File: config.mk
export PLATFORM = sky130hd
export DESIGN_NAME = uart_tx_fifo_engine_flat
export DESIGN_NICKNAME = d
export VERILOG_FILES = /design/src/rtl/uart_pkg.sv /design/src/rtl/uart_tx_fifo_engine_if.sv /design/src/rtl/uart_sync_fifo.sv /design/src/rtl/uart_tx_fifo_engine.sv /design/src/flat_wrapper.sv
export SDC_FILE = /design/constraint.sdc
export NUM_CORES = 1
export LEC_CHECK = 0
export BUFFER_PORTS_ARGS = -buffer_cell sky130_fd_sc_hd__clkbuf_2
export CORE_ASPECT_RATIO = 1.4
export CORE_MARGIN = 2
export CORE_UTILIZATION = 55
export DETAILED_ROUTE_END_ITERATION = 16
export GPL_ROUTABILITY_DRIVEN = 0
export HOLD_SLACK_MARGIN = 0.02
export PLACE_DENSITY = 0.83
export RECOVER_POWER = 100
export SKIP_CTS_REPAIR_TIMING = 1
export SLEW_MARGIN = 25
export SYNTH_ARGS = -nofsm -noshare
export SYNTH_HDL_FRONTEND = slang
export SYNTH_HIERARCHICAL = 1
export SYNTH_SLANG_ARGS = --single-unit
File: constraint.sdc
create_clock -name i_clk -period 4.2 [get_ports i_clk]
set_input_delay 0.21 -clock i_clk [delete_from_list [all_inputs] [get_ports i_clk]]
set_output_delay 0.21 -clock i_clk [all_outputs]
set_load 0.01 [all_outputs]
File: src/rtl/uart_pkg.sv
// -----------------------------------------------------------------------------
// uart_pkg
// Shared types and helpers for the buffered UART transmit path.
//   tx_state_t  : serializer state encoding
//   WL_5..WL_8  : word_len field encodings
//   data_bits() : number of data bits selected by word_len
//   parity_bit(): parity value for the low nbits of a word
// -----------------------------------------------------------------------------
package uart_pkg;

    // Widest word the 2-bit word_len field can select.
    localparam int MAX_W = 8;

    typedef enum logic [2:0] {
        ST_IDLE,
        ST_START,
        ST_DATA,
        ST_PARITY,
        ST_STOP1,
        ST_STOP2
    } tx_state_t;

    localparam logic [1:0] WL_5 = 2'b00;
    localparam logic [1:0] WL_6 = 2'b01;
    localparam logic [1:0] WL_7 = 2'b10;
    localparam logic [1:0] WL_8 = 2'b11;

    function automatic logic [3:0] data_bits(input logic [1:0] word_len);
        case (word_len)
            WL_5:    return 4'd5;
            WL_6:    return 4'd6;
            WL_7:    return 4'd7;
            default: return 4'd8;
        endcase
    endfunction

    // Stick parity ignores the data; otherwise even parity is the plain XOR
    // of the transmitted bits and odd parity is its complement.
    function automatic logic parity_bit(input logic [MAX_W-1:0] data,
                                        input logic [3:0]       nbits,
                                        input logic             even,
                                        input logic             stick);
        logic x;
        x = 1'b0;
        for (int i = 0; i < MAX_W; i++) begin
            if (i < int'(nbits)) x = x ^ data[i];
        end
        if (stick) return !even;
        return even ? x : !x;
    endfunction

endpackage

File: src/rtl/uart_tx_fifo_engine_if.sv
// -----------------------------------------------------------------------------
// uart_tx_fifo_engine_if
// Write handshake into the TX FIFO.
//   wr_data  : word to enqueue (master -> slave)
//   wr_valid : write request    (master -> slave)
//   wr_ready : FIFO not full    (slave -> master)
// -----------------------------------------------------------------------------
interface uart_tx_fifo_engine_if #(
    parameter int DATA_W = 8
);
    logic [DATA_W-1:0] wr_data;
    logic              wr_valid;
    logic              wr_ready;

    modport master (output wr_data, output wr_valid, input wr_ready);
    modport slave  (input wr_data, input wr_valid, output wr_ready);
endinterface

File: src/rtl/uart_sync_fifo.sv
// -----------------------------------------------------------------------------
// uart_sync_fifo
// Single-clock FIFO with show-ahead head word.
//   i_clk, i_rst_n : clock, asynchronous active-low reset
//   i_push, i_push_data : enqueue request and word (ignored when full)
//   i_pop          : dequeue request (ignored when empty)
//   o_head         : word at the read pointer, valid while !o_empty
//   o_level, o_full, o_empty : occupancy
// -----------------------------------------------------------------------------
module uart_sync_fifo #(
    parameter  int DEPTH  = 16,
    parameter  int DATA_W = 8,
    localparam int AW     = (DEPTH > 1) ? $clog2(DEPTH) : 1,
    localparam int LW     = $clog2(DEPTH + 1)
) (
    input  logic              i_clk,
    input  logic              i_rst_n,
    input  logic              i_push,
    input  logic [DATA_W-1:0] i_push_data,
    input  logic              i_pop,
    output logic [DATA_W-1:0] o_head,
    output logic [LW-1:0]     o_level,
    output logic              o_full,
    output logic              o_empty
);
    logic [DATA_W-1:0] r_mem [DEPTH];
    logic [AW-1:0]     r_wr_ptr;
    logic [AW-1:0]     r_rd_ptr;
    logic [LW-1:0]     r_level;
    logic              w_push_ok;
    logic              w_pop_ok;

    // Acceptance is judged on the occupancy before the edge, so a push while
    // full is dropped even if a pop frees a slot on the same edge.
    assign w_push_ok = i_push && !o_full;
    assign w_pop_ok  = i_pop && !o_empty;

    always_ff @(posedge i_clk) begin
        if (w_push_ok) r_mem[r_wr_ptr] <= i_push_data;
    end

    // Pointers wrap naturally because DEPTH is a power of two.
    always_ff @(posedge i_clk or negedge i_rst_n) begin
        if (!i_rst_n) begin
            r_wr_ptr <= '0;
            r_rd_ptr <= '0;
            r_level  <= '0;
        end else begin
            if (w_push_ok) r_wr_ptr <= r_wr_ptr + 1'b1;
            if (w_pop_ok)  r_rd_ptr <= r_rd_ptr + 1'b1;
            case ({w_push_ok, w_pop_ok})
                2'b10:   r_level <= r_level + 1'b1;
                2'b01:   r_level <= r_level - 1'b1;
                default: r_level <= r_level;
            endcase
        end
    end

    assign o_head  = r_mem[r_rd_ptr];
    assign o_level = r_level;
    assign o_full  = (r_level == LW'(DEPTH));
    assign o_empty = (r_level == '0);
endmodule

File: src/rtl/uart_tx_fifo_engine.sv
// -----------------------------------------------------------------------------
// uart_tx_fifo_engine
// Buffered UART transmitter: TX FIFO feeding a frame serializer paced by the
// shared oversampled baud tick.
//   i_clk, i_rst_n      : clock, asynchronous active-low reset
//   wr_if (slave)       : wr_data / wr_valid / wr_ready write handshake
//   i_uart_en, i_tx_en  : both required to start a new frame
//   i_word_len, i_parity_en, i_even_parity_sel, i_stick_parity_sel,
//   i_two_stop_bits     : frame format, latched when a word is popped
//   i_send_break        : forces the line low while asserted
//   i_baud_clk          : one-cycle tick, OVERSAMPLE ticks per bit
//   o_fifo_level, o_fifo_empty, o_fifo_full : FIFO occupancy
//   o_tx_busy           : frame in progress or data queued
//   o_uart_txd          : registered serial output
// -----------------------------------------------------------------------------
module uart_tx_fifo_engine #(
    parameter  int DEPTH      = 16,
    parameter  int DATA_W     = 8,
    parameter  int OVERSAMPLE = 16,
    localparam int LW         = $clog2(DEPTH + 1),
    localparam int TW         = (OVERSAMPLE > 1) ? $clog2(OVERSAMPLE) : 1
) (
    input  logic                   i_clk,
    input  logic                   i_rst_n,
    uart_tx_fifo_engine_if.slave   wr_if,
    input  logic                   i_uart_en,
    input  logic                   i_tx_en,
    input  logic [1:0]             i_word_len,
    input  logic                   i_parity_en,
    input  logic                   i_even_parity_sel,
    input  logic                   i_stick_parity_sel,
    input  logic                   i_two_stop_bits,
    input  logic                   i_send_break,
    input  logic                   i_baud_clk,
    output logic [LW-1:0]          o_fifo_level,
    output logic                   o_fifo_empty,
    output logic                   o_fifo_full,
    output logic                   o_tx_busy,
    output logic                   o_uart_txd
);
    import uart_pkg::*;

    localparam logic [TW-1:0] TICK_LAST = TW'(OVERSAMPLE - 1);

    logic [DATA_W-1:0] w_head;
    logic [MAX_W-1:0]  w_head_word;
    logic              w_full;
    logic              w_empty;
    logic              w_pop;

    uart_sync_fifo #(.DEPTH(DEPTH), .DATA_W(DATA_W)) u_fifo (
        .i_clk       (i_clk),
        .i_rst_n     (i_rst_n),
        .i_push      (wr_if.wr_valid),
        .i_push_data (wr_if.wr_data),
        .i_pop       (w_pop),
        .o_head      (w_head),
        .o_level     (o_fifo_level),
        .o_full      (w_full),
        .o_empty     (w_empty)
    );

    assign wr_if.wr_ready = !w_full;
    assign o_fifo_full    = w_full;
    assign o_fifo_empty   = w_empty;

    // Fit the stored word to the serializer width; unused upper bits read 0.
    for (genvar gi = 0; gi < MAX_W; gi++) begin : g_head
        if (gi < DATA_W) begin : g_bit
            assign w_head_word[gi] = w_head[gi];
        end else begin : g_pad
            assign w_head_word[gi] = 1'b0;
        end
    end

    tx_state_t        r_state,    w_state_next;
    logic [TW-1:0]    r_tick,     w_tick_next;
    logic [3:0]       r_bit,      w_bit_next;
    logic [3:0]       r_nbits,    w_nbits_next;
    logic [MAX_W-1:0] r_shift,    w_shift_next;
    logic             r_par_en,   w_par_en_next;
    logic             r_par_val,  w_par_val_next;
    logic             r_two_stop, w_two_stop_next;
    logic             r_txd,      w_txd_next;
    logic             w_bit_end;
    logic             w_can_start;
    logic             w_load;
    logic             w_line;

    assign w_bit_end   = i_baud_clk && (r_tick == TICK_LAST);
    assign w_can_start = !w_empty && i_uart_en && i_tx_en;

    always_comb begin
        w_state_next    = r_state;
        w_tick_next     = r_tick;
        w_bit_next      = r_bit;
        w_nbits_next    = r_nbits;
        w_shift_next    = r_shift;
        w_par_en_next   = r_par_en;
        w_par_val_next  = r_par_val;
        w_two_stop_next = r_two_stop;
        w_load          = 1'b0;
        w_pop           = 1'b0;
        w_line          = 1'b1;

        if (r_state != ST_IDLE && i_baud_clk)
            w_tick_next = w_bit_end ? '0 : r_tick + 1'b1;

        case (r_state)
            ST_IDLE:  w_load = w_can_start;
            ST_START: if (w_bit_end) w_state_next = ST_DATA;
            ST_DATA: begin
                if (w_bit_end) begin
                    if (r_bit == r_nbits - 4'd1) begin
                        w_state_next = r_par_en ? ST_PARITY : ST_STOP1;
                    end else begin
                        w_shift_next = r_shift >> 1;
                        w_bit_next   = r_bit + 4'd1;
                    end
                end
            end
            ST_PARITY: if (w_bit_end) w_state_next = ST_STOP1;
            ST_STOP1: begin
                if (w_bit_end) begin
                    if (r_two_stop)       w_state_next = ST_STOP2;
                    else if (w_can_start) w_load = 1'b1;
                    else                  w_state_next = ST_IDLE;
                end
            end
            ST_STOP2: begin
                if (w_bit_end) begin
                    if (w_can_start) w_load = 1'b1;
                    else             w_state_next = ST_IDLE;
                end
            end
            default: w_state_next = ST_IDLE;
        endcase

        // Popping the head and latching the frame format happen on the same
        // edge, so format changes only apply from the next frame onward.
        if (w_load) begin
            w_pop           = 1'b1;
            w_state_next    = ST_START;
            w_tick_next     = '0;
            w_bit_next      = '0;
            w_shift_next    = w_head_word;
            w_nbits_next    = data_bits(i_word_len);
            w_par_en_next   = i_parity_en;
            w_par_val_next  = parity_bit(w_head_word, data_bits(i_word_len),
                                         i_even_parity_sel, i_stick_parity_sel);
            w_two_stop_next = i_two_stop_bits;
        end

        // The line register follows the state being entered, so the start
        // bit appears in the cycle right after the pop.
        case (w_state_next)
            ST_START:  w_line = 1'b0;
            ST_DATA:   w_line = w_shift_next[0];
            ST_PARITY: w_line = w_par_val_next;
            default:   w_line = 1'b1;
        endcase
        w_txd_next = i_send_break ? 1'b0 : w_line;
    end

    always_ff @(posedge i_clk or negedge i_rst_n) begin
        if (!i_rst_n) begin
            r_state    <= ST_IDLE;
            r_tick     <= '0;
            r_bit      <= '0;
            r_nbits    <= 4'd8;
            r_shift    <= '0;
            r_par_en   <= 1'b0;
            r_par_val  <= 1'b0;
            r_two_stop <= 1'b0;
            r_txd      <= 1'b1;
        end else begin
            r_state    <= w_state_next;
            r_tick     <= w_tick_next;
            r_bit      <= w_bit_next;
            r_nbits    <= w_nbits_next;
            r_shift    <= w_shift_next;
            r_par_en   <= w_par_en_next;
            r_par_val  <= w_par_val_next;
            r_two_stop <= w_two_stop_next;
            r_txd      <= w_txd_next;
        end
    end

    assign o_uart_txd = r_txd;
    assign o_tx_busy  = (r_state != ST_IDLE) || !w_empty;
endmodule

File: src/flat_wrapper.sv
// flat-port wrapper written by rule: the top's interface ports become plain ports
module uart_tx_fifo_engine_flat import uart_pkg::*;
#(
    parameter  int DEPTH      = 16,
    parameter  int DATA_W     = 8,
    parameter  int OVERSAMPLE = 16,
    localparam int LW         = $clog2(DEPTH + 1),
    localparam int TW         = (OVERSAMPLE > 1) ? $clog2(OVERSAMPLE) : 1
)
  (i_clk, i_rst_n, i_uart_en, i_tx_en, i_word_len, i_parity_en, i_even_parity_sel, i_stick_parity_sel, i_two_stop_bits, i_send_break, i_baud_clk, o_fifo_level, o_fifo_empty, o_fifo_full, o_tx_busy, o_uart_txd, wr_if_wr_data, wr_if_wr_valid, wr_if_wr_ready);
  uart_tx_fifo_engine_if #(.DATA_W(DATA_W)) wr_if_i ();
  input  logic i_clk;
  input  logic i_rst_n;
  input  logic i_uart_en;
  input  logic i_tx_en;
  input  logic [1:0] i_word_len;
  input  logic i_parity_en;
  input  logic i_even_parity_sel;
  input  logic i_stick_parity_sel;
  input  logic i_two_stop_bits;
  input  logic i_send_break;
  input  logic i_baud_clk;
  output logic [LW-1:0] o_fifo_level;
  output logic o_fifo_empty;
  output logic o_fifo_full;
  output logic o_tx_busy;
  output logic o_uart_txd;
  input wire logic [$bits(wr_if_i.wr_data)-1:0] wr_if_wr_data;
  input wire logic [$bits(wr_if_i.wr_valid)-1:0] wr_if_wr_valid;
  output wire logic [$bits(wr_if_i.wr_ready)-1:0] wr_if_wr_ready;
  assign wr_if_i.wr_data = wr_if_wr_data;
  assign wr_if_i.wr_valid = wr_if_wr_valid;
  assign wr_if_wr_ready = wr_if_i.wr_ready;
  uart_tx_fifo_engine #(.DEPTH(DEPTH), .DATA_W(DATA_W), .OVERSAMPLE(OVERSAMPLE)) u_core (.i_clk(i_clk), .i_rst_n(i_rst_n), .wr_if(wr_if_i), .i_uart_en(i_uart_en), .i_tx_en(i_tx_en), .i_word_len(i_word_len), .i_parity_en(i_parity_en), .i_even_parity_sel(i_even_parity_sel), .i_stick_parity_sel(i_stick_parity_sel), .i_two_stop_bits(i_two_stop_bits), .i_send_break(i_send_break), .i_baud_clk(i_baud_clk), .o_fifo_level(o_fifo_level), .o_fifo_empty(o_fifo_empty), .o_fifo_full(o_fifo_full), .o_tx_busy(o_tx_busy), .o_uart_txd(o_uart_txd));
endmodule
==> run_results.csv <==
group,metric,value,unit
global_routing,antenna_found_initial,0,
global_routing,grt_pass1_vias,4454,
logic_synthesis,synthAdderAreaFrac,2.807,%
final_layout,layout_common_cells,"edfxtp_1 (128), nand2_1 (48), dfrtp_1 (37), o21ai_0 (29), mux2i_1 (27)",
worst_setup_path,worst_r2r_endpoint,"u_core/o_uart_txd",
logic_synthesis,ys_async_sr_fraction,23.81,%
logic_synthesis,synth_top_area_cell,"edfxtp_1",
logic_synthesis,synthFlopType,"edfxtp_1",
detailed_routing,ant_nets,0,
detailed_routing,drc,0,
worst_setup_path,crit_fanout,21,
clocking,clockBufferDepth,2,
timing,slew_viol_final,0,
logic_synthesis,synth-edff-count,128,
run_status,status,"completed",
logic_synthesis,synthMuxAreaShare,10.25,%
final_layout,area_growth,11.62,%
min_path,hold_class,"in2reg",
clocking,cts.sinks,168,
detailed_routing,drt-initial-drc-count,362,
final_layout,layout_commonest_cell,"edfxtp_1",
min_path,holdPathStages,2,
detailed_routing,wl_per_cell,21.17,um
power_and_ir_drop,power_density,658.1,mW/mm^2
min_path,hold_start,"i_two_stop_bits",
place,pre_cts_ws,0.6729,ns
logic_synthesis,synth-compound-area-share,7.322,%
power_and_ir_drop,ir_worst_vdd,352.6,uV
place,io_buffers,30,
global_routing,grt_use_total,22.88,%
clocking,cts_root_buf,"clkbuf_16",
worst_setup_path,endpoint_kind,"flip-flop",
timing,worst_slew_pin_slew,1.393,ns
timing,finalSetupViolations,0,
worst_setup_path,cp.arrival,3.99,ns
worst_setup_path,worst-r2r-cell-count,11,
worst_setup_path,crit_chain,"nand2_1, o21ai_0, a21oi_1, a22oi_1, nand2_1, o211a_1, or3_1, a2111o_1, nand4_2, o211ai_1, a41oi_1",
logic_synthesis,yosys_register_bits,168,
worst_setup_path,critPathKind,"reg2reg",
min_path,holdPathEnd,"u_core/r_two_stop",
worst_setup_path,slowest_delay,0.95,ns
timing,hold_viol,0,
detailed_routing,vias,4380,
place,post_dp_cell_area,0.007722,sq mm
logic_synthesis,synth_top_family_by_area,"multiplexers",
floorplanning,fp.dieH,141.2,um
floorplanning,ios,31,
global_routing,grt_pass1_wl,24320,um
logic_synthesis,ys_seq_area_share,65.51,%
worst_setup_path,cp.required,4.54,ns
logic_synthesis,syn_nets,542,
final_layout,n_antenna_cell,0,
logic_synthesis,ys_types,57,
detailed_routing,firstDrtPassIters,5,
timing,fmax,274.2,MHz
worst_setup_path,reg2reg_from,"u_core/u_fifo/r_rd_ptr[1]",
final_layout,nFillCells,998,
global_routing,grt_start_max_net_pins,32,
floorplanning,fp.coreArea,0.01326,sq mm
timing,rsz0062_at_grt,"false",
logic_synthesis,synthSimpleGateAreaFrac,8.032,%
clocking,cts_tree,"yes",
timing,period_minus_slack,3.647,ns
final_layout,final_area,0.008259,sq mm
worst_setup_path,start_kind,"flip-flop",
final_layout,nNetsFinal,576,
detailed_routing,vias_per_cell,5.967,
place,hpwl,10190,um
timing,tns,0,ns
logic_synthesis,synthCells,505,
clocking,cts_inserted_buffers,17,
power_and_ir_drop,leakagePower,2.988,nW
detailed_routing,wirelength,15540,um
logic_synthesis,yosys-top-cells-area,"edfxtp_1 (52%), dfrtp_1 (13%), mux4_2 (4.9%), mux2i_1 (3.7%), ha_1 (2.5%)",
final_layout,drive_above_1_share,14.49,%
floorplanning,initial_core_util,55.79,%
floorplanning,die_area,0.01441,sq mm
global_routing,gr-total-overflow,0,
floorplanning,num_rows,50,
worst_setup_path,r2r_setup_slack,0.55,ns
logic_synthesis,avgSynthCellArea,14.65,sq um
logic_synthesis,synth_top_area_share,51.94,%
clocking,clk_pin_slew_worst_paths,0.07,ns
final_layout,layoutNonFillerInstCount,734,
timing,period_share,86.84,%
timing,worst_slack,0.5527,ns
logic_synthesis,syn_area,0.007400,sq mm
clocking,cts.htree.levels,4,
worst_setup_path,path_common_cell,"nand2_1",
clocking,worstSkewPairLatency,0.42,ns
floorplanning,dieWidth,102.0,um
worst_setup_path,critPathSlowestCell,"dfrtp_1",
logic_synthesis,yosysWarningCount,6,
power_and_ir_drop,totalPowerFinal,5.436,mW
run,max-cap-violations,0,
timing,skew,0.006173,ns
logic_synthesis,synth_xor_xnor_area_share,3.044,%
place,dp.cells,699,
timing,slew_headroom,6.448,%
## routing by layer
layer | vias to the layer above | routed length, um | GRT usage, %
met4 | 0 | 581 | 11.09
met3 | 40 | 648 | 3.421
met2 | 163 | 8320 | 39.75
met5 | - | 0 | 0
met1 | 2216 | 5986 | 27.56
li1 | 1961 | - | -
## stage by stage
stage | hold slack [ns] | utilization (%)
CTS | -0.2261 | 62.93
detailed placement | 0.2246 | 58.23
global placement | 0.3465 | 57.87
floorplan | -0.08559 | -
finish | 0.03371 | 62.27
global route | 0.02686 | 62.27
## worst max path at each step
| stage | to | from | cells after the start |
|---|---|---|---|
| 6_report | u_core/o_uart_txd | u_core/u_fifo/r_rd_ptr[1] | 11 |
| 4_1_cts | u_core/o_uart_txd | u_core/u_fifo/r_rd_ptr[1] | 11 |
| 2_1_floorplan | u_core/u_fifo/o_level[4] | u_core/u_fifo/o_level[0] | 17 |
| 5_1_grt | u_core/o_uart_txd | u_core/u_fifo/r_rd_ptr[1] | 11 |
| 3_3_place_gp | u_core/o_uart_txd | u_core/u_fifo/r_rd_ptr[1] | 11 |
| 3_5_place_dp | u_core/o_uart_txd | u_core/u_fifo/r_rd_ptr[1] | 11 |
## power by group
part / switching [mW] / internal [mW] / total (mW) / leakage (nW)
logic: 0.788 / 0.653 / 1.44 / 1.04
clock network: 0.643 / 1.00 / 1.65 / 0.295
registers: 0.265 / 2.08 / 2.35 / 1.65
total: 1.70 / 3.74 / 5.44 / 2.99
## cells in the mapped netlist, types with 10 or more instances
master    number
mux4_2        16
inv_1         17
nand2_1       47
buf_2         11
mux2_2        10
a22oi_1       13
ha_1          15
a21oi_1       16
mux2i_1       27
o21ai_0       28
xnor2_1       14
dfrtp_1       38
edfxtp_1     128
nor2_1        21
## logic make-up (layout without fill, tap and decap cells)
group                    Yosys count  in the layout
AO/OA/AOI/OAI                     84             84
XOR/XNOR                          24             24
adder cells (fa/ha/maj)           16             16
buffers and inverters             42             89
flip-flops                       168            168
multiplexers                      54             54
AND/OR/NAND/NOR                  117            117
## flip-flops by register name, summed over array words and instances, names as in the netlist
register                cells
u_core/r_nbits              4
u_core/u_fifo/r_mem       128
u_core/r_par_val            1
u_core/r_tick               4
u_core/r_bit                4
u_core/u_fifo/r_rd_ptr      4
u_core/u_fifo/o_level       5
u_core/r_shift              8
u_core/r_state              3
u_core/r_par_en             1
u_core/r_two_stop           1
u_core/o_uart_txd           1
u_core/u_fifo/r_wr_ptr      4
## area by class of cell
type                    count  area, sq um  share of cell area (%)
clock buffers              19        432.9                   5.242
repair buffers             40        210.2                   2.545
multi-input cells         295         2285                   27.66
well taps                 182        227.7                   2.757
clock inverters            13        191.4                   2.318
flip-flops and latches    168         4848                   58.70
inverters                  17        63.81                  0.7726
## worst max-delay path: cells and delay by family, from the launching register on
| kind | cells | cell delay [ns] |
|---|---|---|
| AOI/OAI and AO/OA | 7 | 1.51 |
| and+or+nand+nor | 4 | 1.10 |
| DFF | 1 | 0.95 |
No activity file was read; power rests on OpenSTA's default activity.
